===== src/rtl/key_encoder_pkg.sv =====
// key_encoder_pkg: shared constants and index helpers for the key encoder.
//   MODE_HIGH / MODE_LOW / MODE_LAST : priority modes for the level output.
//   MAX_KEYS                         : widest key vector the helpers accept.
//   hi_idx / lo_idx                  : highest / lowest set bit index (0 when empty).
package key_encoder_pkg;

  localparam int MODE_HIGH = 0;
  localparam int MODE_LOW  = 1;
  localparam int MODE_LAST = 2;

  localparam int MAX_KEYS  = 64;

  function automatic int hi_idx(input logic [MAX_KEYS-1:0] v);
    int r;
    r = 0;
    for (int i = 0; i < MAX_KEYS; i++) begin
      if (v[i]) r = i;
    end
    return r;
  endfunction

  function automatic int lo_idx(input logic [MAX_KEYS-1:0] v);
    int r;
    r = 0;
    for (int i = MAX_KEYS - 1; i >= 0; i--) begin
      if (v[i]) r = i;
    end
    return r;
  endfunction

endpackage


===== src/rtl/key_encoder_debounce.sv =====
// key_debounce: per-key 2-flop synchroniser plus debounce counter.
//   clk_i    : system clock
//   rst_n_i  : synchronous active-low reset
//   sw_i     : raw asynchronous key level
//   stable_o : debounced key level
//   toggle_o : high in the cycle stable_o is about to flip
module key_debounce #(
  parameter  int DEBOUNCE_CYCLES = 1000,
  localparam int CNT_W           = $clog2(DEBOUNCE_CYCLES)
) (
  input  logic clk_i,
  input  logic rst_n_i,
  input  logic sw_i,
  output logic stable_o,
  output logic toggle_o
);

  logic             sync_p0;
  logic             sync_q;
  logic [CNT_W-1:0] cnt;
  logic             differ;

  assign differ   = (sync_q != stable_o);
  // The final mismatching sample flips stable_o instead of incrementing.
  assign toggle_o = differ && (cnt == CNT_W'(DEBOUNCE_CYCLES - 1));

  always_ff @(posedge clk_i) begin
    if (!rst_n_i) begin
      sync_p0  <= 1'b0;
      sync_q   <= 1'b0;
      cnt      <= '0;
      stable_o <= 1'b0;
    end else begin
      // stage: synchroniser
      sync_p0 <= sw_i;
      sync_q  <= sync_p0;
      // stage: debounce
      if (!differ || toggle_o) cnt <= '0;
      else                     cnt <= cnt + 1'b1;
      if (toggle_o) stable_o <= ~stable_o;
    end
  end

endmodule


===== src/rtl/key_encoder.sv =====
// key_encoder: debounced N-key encoder with level output and event FIFO.
//   clk_i, rst_n_i       : clock, synchronous active-low reset
//   sw_i                 : raw key levels, 1 = pressed
//   num_o, num_val_o     : selected key index / at least one key held
//   ev_val_o, ev_ready_i : event FIFO head valid / consumer accepts head
//   ev_num_o, ev_on_o    : head event key index / 1 = press, 0 = release
module key_encoder
  import key_encoder_pkg::*;
#(
  parameter  int KEYS            = 8,
  parameter  int DEBOUNCE_CYCLES = 1000,
  parameter  int MODE            = 0,
  parameter  int EV_DEPTH        = 4,
  localparam int NUM_W           = $clog2(KEYS)
) (
  input  logic             clk_i,
  input  logic             rst_n_i,
  input  logic [KEYS-1:0]  sw_i,
  output logic [NUM_W-1:0] num_o,
  output logic             num_val_o,
  output logic             ev_val_o,
  input  logic             ev_ready_i,
  output logic [NUM_W-1:0] ev_num_o,
  output logic             ev_on_o
);

  typedef struct packed {
    logic             on;
    logic [NUM_W-1:0] num;
  } key_ev_t;

  localparam int PTR_W = $clog2(EV_DEPTH);

  logic [KEYS-1:0]     stable;
  logic [KEYS-1:0]     tgl;
  logic [KEYS-1:0]     stable_p1;
  logic [MAX_KEYS-1:0] stable_ext;
  logic [MAX_KEYS-1:0] rise_ext;
  logic [NUM_W-1:0]    hi_sel;
  logic [NUM_W-1:0]    lo_sel;
  logic [NUM_W-1:0]    last_sel;
  logic [NUM_W-1:0]    num_sel;
  logic [NUM_W-1:0]    last_r;

  logic [KEYS-1:0]     pend;
  logic [KEYS-1:0]     push_mask;
  logic [MAX_KEYS-1:0] pend_ext;
  logic [NUM_W-1:0]    scan_num;
  key_ev_t             push_ev;
  key_ev_t             head;
  logic                push;
  logic                pop;
  logic                full;
  logic                empty;
  logic [PTR_W:0]      wr_ptr;
  logic [PTR_W:0]      rd_ptr;
  key_ev_t             mem [EV_DEPTH];

  // stage: synchronise + debounce, one instance per key
  for (genvar k = 0; k < KEYS; k++) begin : g_key
    key_debounce #(
      .DEBOUNCE_CYCLES(DEBOUNCE_CYCLES)
    ) u_deb (
      .clk_i   (clk_i),
      .rst_n_i (rst_n_i),
      .sw_i    (sw_i[k]),
      .stable_o(stable[k]),
      .toggle_o(tgl[k])
    );
  end

  // stage: level output selection
  assign stable_ext = MAX_KEYS'(stable);
  assign rise_ext   = MAX_KEYS'(stable & ~stable_p1);

  always_comb begin
    hi_sel = NUM_W'(hi_idx(stable_ext));
    lo_sel = NUM_W'(lo_idx(stable_ext));
    // A fresh press takes over; otherwise keep the remembered key while it
    // is still held, falling back to the highest held key.
    if (|rise_ext)           last_sel = NUM_W'(hi_idx(rise_ext));
    else if (stable[last_r]) last_sel = last_r;
    else                     last_sel = hi_sel;
    case (MODE)
      MODE_LOW:  num_sel = lo_sel;
      MODE_LAST: num_sel = last_sel;
      default:   num_sel = hi_sel;
    endcase
  end

  always_ff @(posedge clk_i) begin
    if (!rst_n_i) begin
      stable_p1 <= '0;
      num_o     <= '0;
      num_val_o <= 1'b0;
      last_r    <= '0;
    end else begin
      stable_p1 <= stable;
      num_val_o <= |stable;
      if (|stable) begin
        num_o  <= num_sel;
        last_r <= last_sel;
      end
    end
  end

  // stage: pending mask and event scanner
  assign pend_ext = MAX_KEYS'(pend);
  assign scan_num = NUM_W'(lo_idx(pend_ext));
  assign pop      = !empty && ev_ready_i;
  assign push     = (|pend) && (!full || pop);

  always_comb begin
    push_mask = '0;
    if (push) push_mask[scan_num] = 1'b1;
    push_ev.on  = stable[scan_num];
    push_ev.num = scan_num;
  end

  // XOR with the toggle: a second change while pending cancels the first,
  // and a change in the cycle the bit is pushed re-arms it.
  always_ff @(posedge clk_i) begin
    if (!rst_n_i) pend <= '0;
    else          pend <= (pend & ~push_mask) ^ tgl;
  end

  // stage: event FIFO (show-ahead)
  assign empty = (wr_ptr == rd_ptr);
  assign full  = (wr_ptr[PTR_W] != rd_ptr[PTR_W]) &&
                 (wr_ptr[PTR_W-1:0] == rd_ptr[PTR_W-1:0]);

  always_ff @(posedge clk_i) begin
    if (!rst_n_i) begin
      wr_ptr <= '0;
      rd_ptr <= '0;
    end else begin
      if (push) wr_ptr <= wr_ptr + 1'b1;
      if (pop)  rd_ptr <= rd_ptr + 1'b1;
    end
  end

  always_ff @(posedge clk_i) begin
    if (push) mem[wr_ptr[PTR_W-1:0]] <= push_ev;
  end

  // Head fields are forced to 0 while empty so they read as cleared after reset.
  assign head     = mem[rd_ptr[PTR_W-1:0]];
  assign ev_val_o = !empty;
  assign ev_num_o = empty ? '0 : head.num;
  assign ev_on_o  = !empty && head.on;

endmodule


===== config.mk =====
export PLATFORM = sky130hd
export DESIGN_NAME = key_encoder
export DESIGN_NICKNAME = d
export VERILOG_FILES = /design/src/rtl/key_encoder_pkg.sv /design/src/rtl/key_encoder_debounce.sv /design/src/rtl/key_encoder.sv
export SDC_FILE = /design/constraint.sdc
export NUM_CORES = 1
export LEC_CHECK = 0
export BUFFER_PORTS_ARGS = -buffer_cell sky130_fd_sc_hd__buf_2
export CAP_MARGIN = 25
export CORE_MARGIN = 8
export CORE_UTILIZATION = 30
export DETAILED_ROUTE_END_ITERATION = 12
export GPL_TIMING_DRIVEN = 0
export SLEW_MARGIN = 20
export SYNTH_ARGS = -nofsm -noshare
export SYNTH_HDL_FRONTEND = slang
export SYNTH_HIERARCHICAL = 1
export SYNTH_SLANG_ARGS = --single-unit

===== constraint.sdc =====
create_clock -name clk_i -period 5.41 [get_ports clk_i]
set_input_delay 0.2705 -clock clk_i [delete_from_list [all_inputs] [get_ports clk_i]]
set_output_delay 0.2705 -clock clk_i [all_outputs]
set_load 0.02 [all_outputs]

# Word level (Yosys, flattened, before mapping)
# Memory sizes are Yosys's and may differ from the RTL's. A register that Yosys moved wholly into a read port is not among the register bits.
# Index checks and enable logic that the tools add are counted.
dict set report totals {
  elab_cells 148
  regBits 122
  ram_bits 16
  output_inout_bits 9
  memories 1
}
# memory depth word_bits read_ports rd_ports_with_merged_regs write_ports line_no
set memory_table {}
lappend memory_table {mem 4 4 1 1 1 key_encoder.sv:57} ;# key_ev_t mem [EV_DEPTH];
dict set report classes {
  n_bitwise 12
  n_reduce_logical 42
  n_addsub 10
  n_eq_ne 19
  order_cmp 2
  muxes 25
}
# op n
set op_table {}
lappend op_table {{$add 10x1->10 const B} 8}
lappend op_table {{$eq 10x10->1 const B} 8}
lappend op_table {{$mux 3} 15}
lappend op_table {{$reduce_or 2->1} 8}
lappend op_table {{$reduce_or 8->1} 2}
lappend op_table {{$logic_and 1x1->1} 13}
lappend op_table {{$logic_not 1->1} 10}
lappend op_table {{$logic_or 1x1->1} 9}
lappend op_table {{$ne 1x1->1} 9}
lappend op_table {{$not 1->1} 9}
lappend op_table {{$and 8x8->8} 1}
lappend op_table {{$mux 8} 1}
lappend op_table {{$not 8->8} 1}
lappend op_table {{$xor 8x8->8} 1}
lappend op_table {{$add 3x1->3 const B} 2}
lappend op_table {{$mux 1} 5}
lappend op_table {{$lt 3x4->1 const B} 1}
lappend op_table {{$mux 2} 2}
lappend op_table {{$bmux 1 s3} 1}
lappend op_table {{$demux 1 s3} 1}
lappend op_table {{$eq 3x3->1} 1}
lappend op_table {{$ge 3x1->1 const B} 1}
lappend op_table {{$eq 2x2->1} 1}

# Depth between registers and ports, before layout
dict set report depth {
  depth_word 16
  ltp_mapped 7
}

# Hierarchy
# Netlist, hierarchy kept.
# mod instances area_per_inst_um2 cells_per_inst seq_area_each_um2
set modules_own_cells {}
lappend modules_own_cells {key_debounce 8 588.1 63 260.2}
lappend modules_own_cells {key_encoder 1 1853.0 161 880.8}

# Worst setup path after synthesis
# No wires, ideal clock.
dict set report synth_timing {
  path_type {register to register}
  startpoint {register pend[4]}
  endpoint {memory mem[0][3] (netlist bit), data pin}
  arrival_ns 1.553
  required_time_ns 5.138
  path_stages_with_launch 8
  path_buffers 1
  synth_period_minus_slack_ns 1.825
  setup_ns 0.272
  setup_slack_ns 3.585
  cell_sequence {dfxtp_1 nor3_1 o21ai_2 and2_1 buf_4 inv_2 mux2i_1 o311ai_0}
}
# element line_no
set synth_rtl {}
lappend synth_rtl {{start: declaration} key_encoder.sv:45} ;# logic [KEYS-1:0] pend;
lappend synth_rtl {{start signal: assignment} key_encoder.sv:124} ;# else pend <= (pend & ~push_mask) ^ tgl;
lappend synth_rtl {{end: declaration} key_encoder.sv:57}

==> results.json <==
{
  "final_layout_size_suffix_gt1_frac": 0.122,
  "final_period_minus_worst_setup_slack_ns": 2.36,
  "hold_buffers": 0,
  "worstHoldStart": "sw_i[6]",
  "number_of_distinct_standard_cells_referenced_by_the_synthesized_netlist": 59,
  "drc": 0,
  "die_height_um": 164,
  "synth_area_per_cell_um2": 9.86,
  "path_max_fanout": 7,
  "ctsRootBufferMaster": "clkbuf_16",
  "leakage_nw": 2.60,
  "number_of_buffers_created_by_cts": 17,
  "worstPathCellList": "nor3_1, o21ai_2, and2_1, buf_4, inv_2, mux2i_1, o311ai_0",
  "drt_pre_antenna_iters": 4,
  "synthesized_netlist_cell_count": 665,
  "core_area_um2": 21600,
  "antenna_cells_inserted": 0,
  "finalSetupViolCount": 0,
  "place.port_buffers": 19,
  "synth_enable_flop_cells": 16,
  "share_of_the_yosys_chip_area_belonging_to_registers": 0.452,
  "multi_input_area_um2": 3420,
  "post_drt_wl_per_cell_um": 12.7,
  "power_density_nw_per_um2": 314,
  "hold_violations": 0,
  "total_overflow_reported_by_the_global_router": 0,
  "max_cap_violations": 0,
  "drt_iter0_drc": 186,
  "reg2reg_setup_slack_ns": 3.05,
  "grt_max_degree": 48,
  "gp_congestion": 0.774,
  "grt_pass1_wl_mm": 21.4,
  "cts_num_sinks": 140,
  "hold_path_class": "input pin to flop",
  "startpoint_type": "flop",
  "filler_cell_count": 2190,
  "timing_worst_setup_path_type": "flop to flop",
  "detail_route.vias_per_cell": 4.98,
  "ff_latch_area_um2": 2960,
  "cts_post_setup_buffers_inserted": 0,
  "worst_ep_arrival_time_ns": 2.46,
  "timing.fmax_mhz": 424,
  "postSynthNetCount": 689,
  "crit_path_end_kind": "flop",
  "cts_max_path_buffers": 2,
  "post-route-cell-area_um2": 7680,
  "critical-path-slowest-cell": "o311ai_0",
  "grtUsageTotal": 0.0976,
  "synth-async-reset-ratio": 0,
  "timing.critical_path.slowest_cell_delay_ns": 0.74,
  "regToRegEndpoint": "mem[3][3]",
  "synth_seq_cells": 140,
  "estimated_wirelength_of_the_detail_placed_design_mm": 8.80,
  "grt_setup_unrepaired": "no",
  "grt_pass1_vias": 4564,
  "num_vias": 4957,
  "timing.max_slew.rel_slack": 0.406,
  "antenna_found_initial": 0,
  "htreeDepth": 4,
  "cell_area_after_placement_um2": 7000,
  "synth.yosys.warnings": 6,
  "dieArea_um2": 26800,
  "outcome": "finished clean",
  "max-vdd-ir-drop_mv": 0.182,
  "synth.cell_area_um2": 6560,
  "max_slew.worst_pin.slew_ns": 0.880,
  "io_pins": 20,
  "placementRows": 54,
  "total_wirelength_mm": 12.6,
  "timing.reg2reg.worst_path_depth": 7,
  "tritoncts": "yes",
  "yosys_most_used_dff": "dfxtp_1",
  "worstSkewPairLatency_ns": 0.42,
  "r2r_start": "pend[4]",
  "finalClockSkew_ns": 0.00698,
  "die_width_um": 164,
  "final.period_utilization": 0.436,
  "starting_density_of_the_core": 0.303,
  "cts.reportedPaths.clkPinSlew_ns": 0.06,
  "hold-path-cell-count": 2,
  "syn2layout_area_growth_pct": 17.1,
  "final_nets": 727,
  "post_cts.resized_instances": 0,
  "worstHoldEndpoint": "g_key[6].u_deb/sync_p0",
  "accumulated_negative_setup_slack_ns": 0,
  "report.final.slew_viol_count": 0,
  "ant_nets": 0,
  "cp.required_ns": 5.51
}
-- worst max-delay path, delay by kind of cell (launching register included) --
family / cells / cell delay (ns)
AOI/OAI and AO/OA: 2 / 0.88
muxes: 1 / 0.09
and+or+nand+nor: 2 / 0.41
DFF: 1 / 0.38
buffers and inverters: 2 / 0.29
-- metrics by stage --
step	cells	utilization	worst slack (ns)	hold slack (ns)	power [mW]
after floorplan	665	-	3.59	0.392	1.10
after global placement	964	0.324	3.10	0.415	1.11
after detailed placement	964	0.324	3.05	0.419	1.11
after CTS	996	0.355	3.03	0.0320	2.44
after global routing	996	0.355	2.78	0.0371	2.49
final	996	0.355	3.05	0.0548	2.41
-- where the power goes --
| part | leakage (nW) | total, mW | switching (mW) | internal [mW] |
|---|---|---|---|---|
| Sequential | 1.18 | 1.06 | 0.00392 | 1.06 |
| Clock | 0.327 | 1.32 | 0.431 | 0.889 |
| Combinational | 1.09 | 0.0301 | 0.0183 | 0.0117 |
| Total | 2.60 | 2.41 | 0.454 | 1.96 |
-- sequential cells by signal (all words and copies together), names as in the netlist, 3 cells and up, named ones only --
signal	cells
wr_ptr	3
g_key.u_deb/cnt	80
g_key.u_deb/sync_q	8
pend	8
num_o	3
rd_ptr	3
g_key.u_deb/sync_p0	8
g_key.u_deb/stable_o	8
mem	16
-- cell type report --
type	instances	area share
multi-input cells	483	0.445
flip-flops and latches	140	0.386
clock buffers	21	0.0600
well taps	280	0.0456
clock inverters	11	0.0280
inverters	30	0.0147
repair buffers	19	0.0124
plain buffers	12	0.00831
-- synthesized netlist by cell type, drive strengths merged, types with 4 or more instances --
library cell / n / area [µm²]
dfxtp: 124 / 2480
and2: 48 / 300
nor2: 46 / 189
nand2: 34 / 128
nand3: 34 / 170
inv: 30 / 113
o21ai: 30 / 154
nand4: 26 / 163
a31oi: 24 / 150
xnor2: 23 / 201
a21oi: 21 / 105
xor2: 18 / 158
a311oi: 16 / 140
and4: 16 / 140
edfxtp: 16 / 480
or3: 16 / 100
ha: 13 / 163
a21boi: 12 / 90.1
buf: 10 / 55.1
and3: 9 / 56.3
o211ai: 9 / 67.6
o311ai: 9 / 139
a32o: 8 / 80.1
and4bb: 8 / 100
nand4bb: 8 / 90.1
o31ai: 8 / 60.1
nor2b: 6 / 45.0
mux2i: 5 / 50.1
mux4: 4 / 90.1
nand2b: 4 / 32.5
nor3: 4 / 20.0
-- layout by cell type, fill, tap and decap left out, types with 3 or more instances in the layout --
cell,Yosys,layout
dfxtp_1,124,124
and3_1,9,9
and4bb_1,8,8
and4_1,16,16
nand2_1,34,34
a21boi_0,12,12
clkbuf_1,1,3
mux2i_1,5,5
a21oi_1,21,21
and2_1,48,48
o21ai_0,29,29
edfxtp_1,16,16
nand3_1,34,34
buf_2,8,27
ha_1,13,13
o211ai_1,9,9
nand4bb_1,8,8
nor2_1,45,45
a32o_1,8,8
clkbuf_16,0,17
a311oi_1,16,16
xnor2_1,23,23
mux4_2,4,4
o31ai_1,8,8
nand4_1,26,26
nor2b_1,5,5
nand3b_1,3,3
xor2_1,18,18
inv_1,29,29
o311ai_2,8,8
or3_1,16,16
nand2b_1,3,3
a31oi_1,24,24
nor3_1,4,4
bufinv_16,0,6
-- logic make-up (layout without fill, tap and decap cells) --
family                     after synthesis  count (layout)  share of synthesized area
AOI/OAI and AO/OA                      148             148                      0.168
xor gates and xnor gates                41              41                     0.0548
adders and majority gates               13              13                     0.0248
buffers and inverters                   42              93                     0.0269
DFF                                    140             140                      0.452
muxes                                   10              10                     0.0231
and+or+nand+nor                        271             271                      0.251
-- how the worst max path moves through the flow --
stage	startpoint	to	slack, ns	cells past startpoint
4_1_cts	pend[4]	mem[1][3]	3.03	7
3_5_place_dp	pend[4]	mem[1][3]	3.05	7
6_report	pend[4]	mem[3][3]	3.05	7
3_3_place_gp	pend[4]	mem[0][3]	3.10	7
5_1_grt	pend[4]	mem[3][3]	2.78	7
2_1_floorplan	pend[4]	mem[0][3]	3.59	7
-- metal layers --
metal  track usage  vias to the layer above  wire length, µm
met1         0.121                     2290             6310
met2         0.156                       63             5740
li1              -                     2590                -
met5             0                        -                0
met4        0.0434                        0              193
met3        0.0276                       14              398
(Power assumes the default switching activity.)
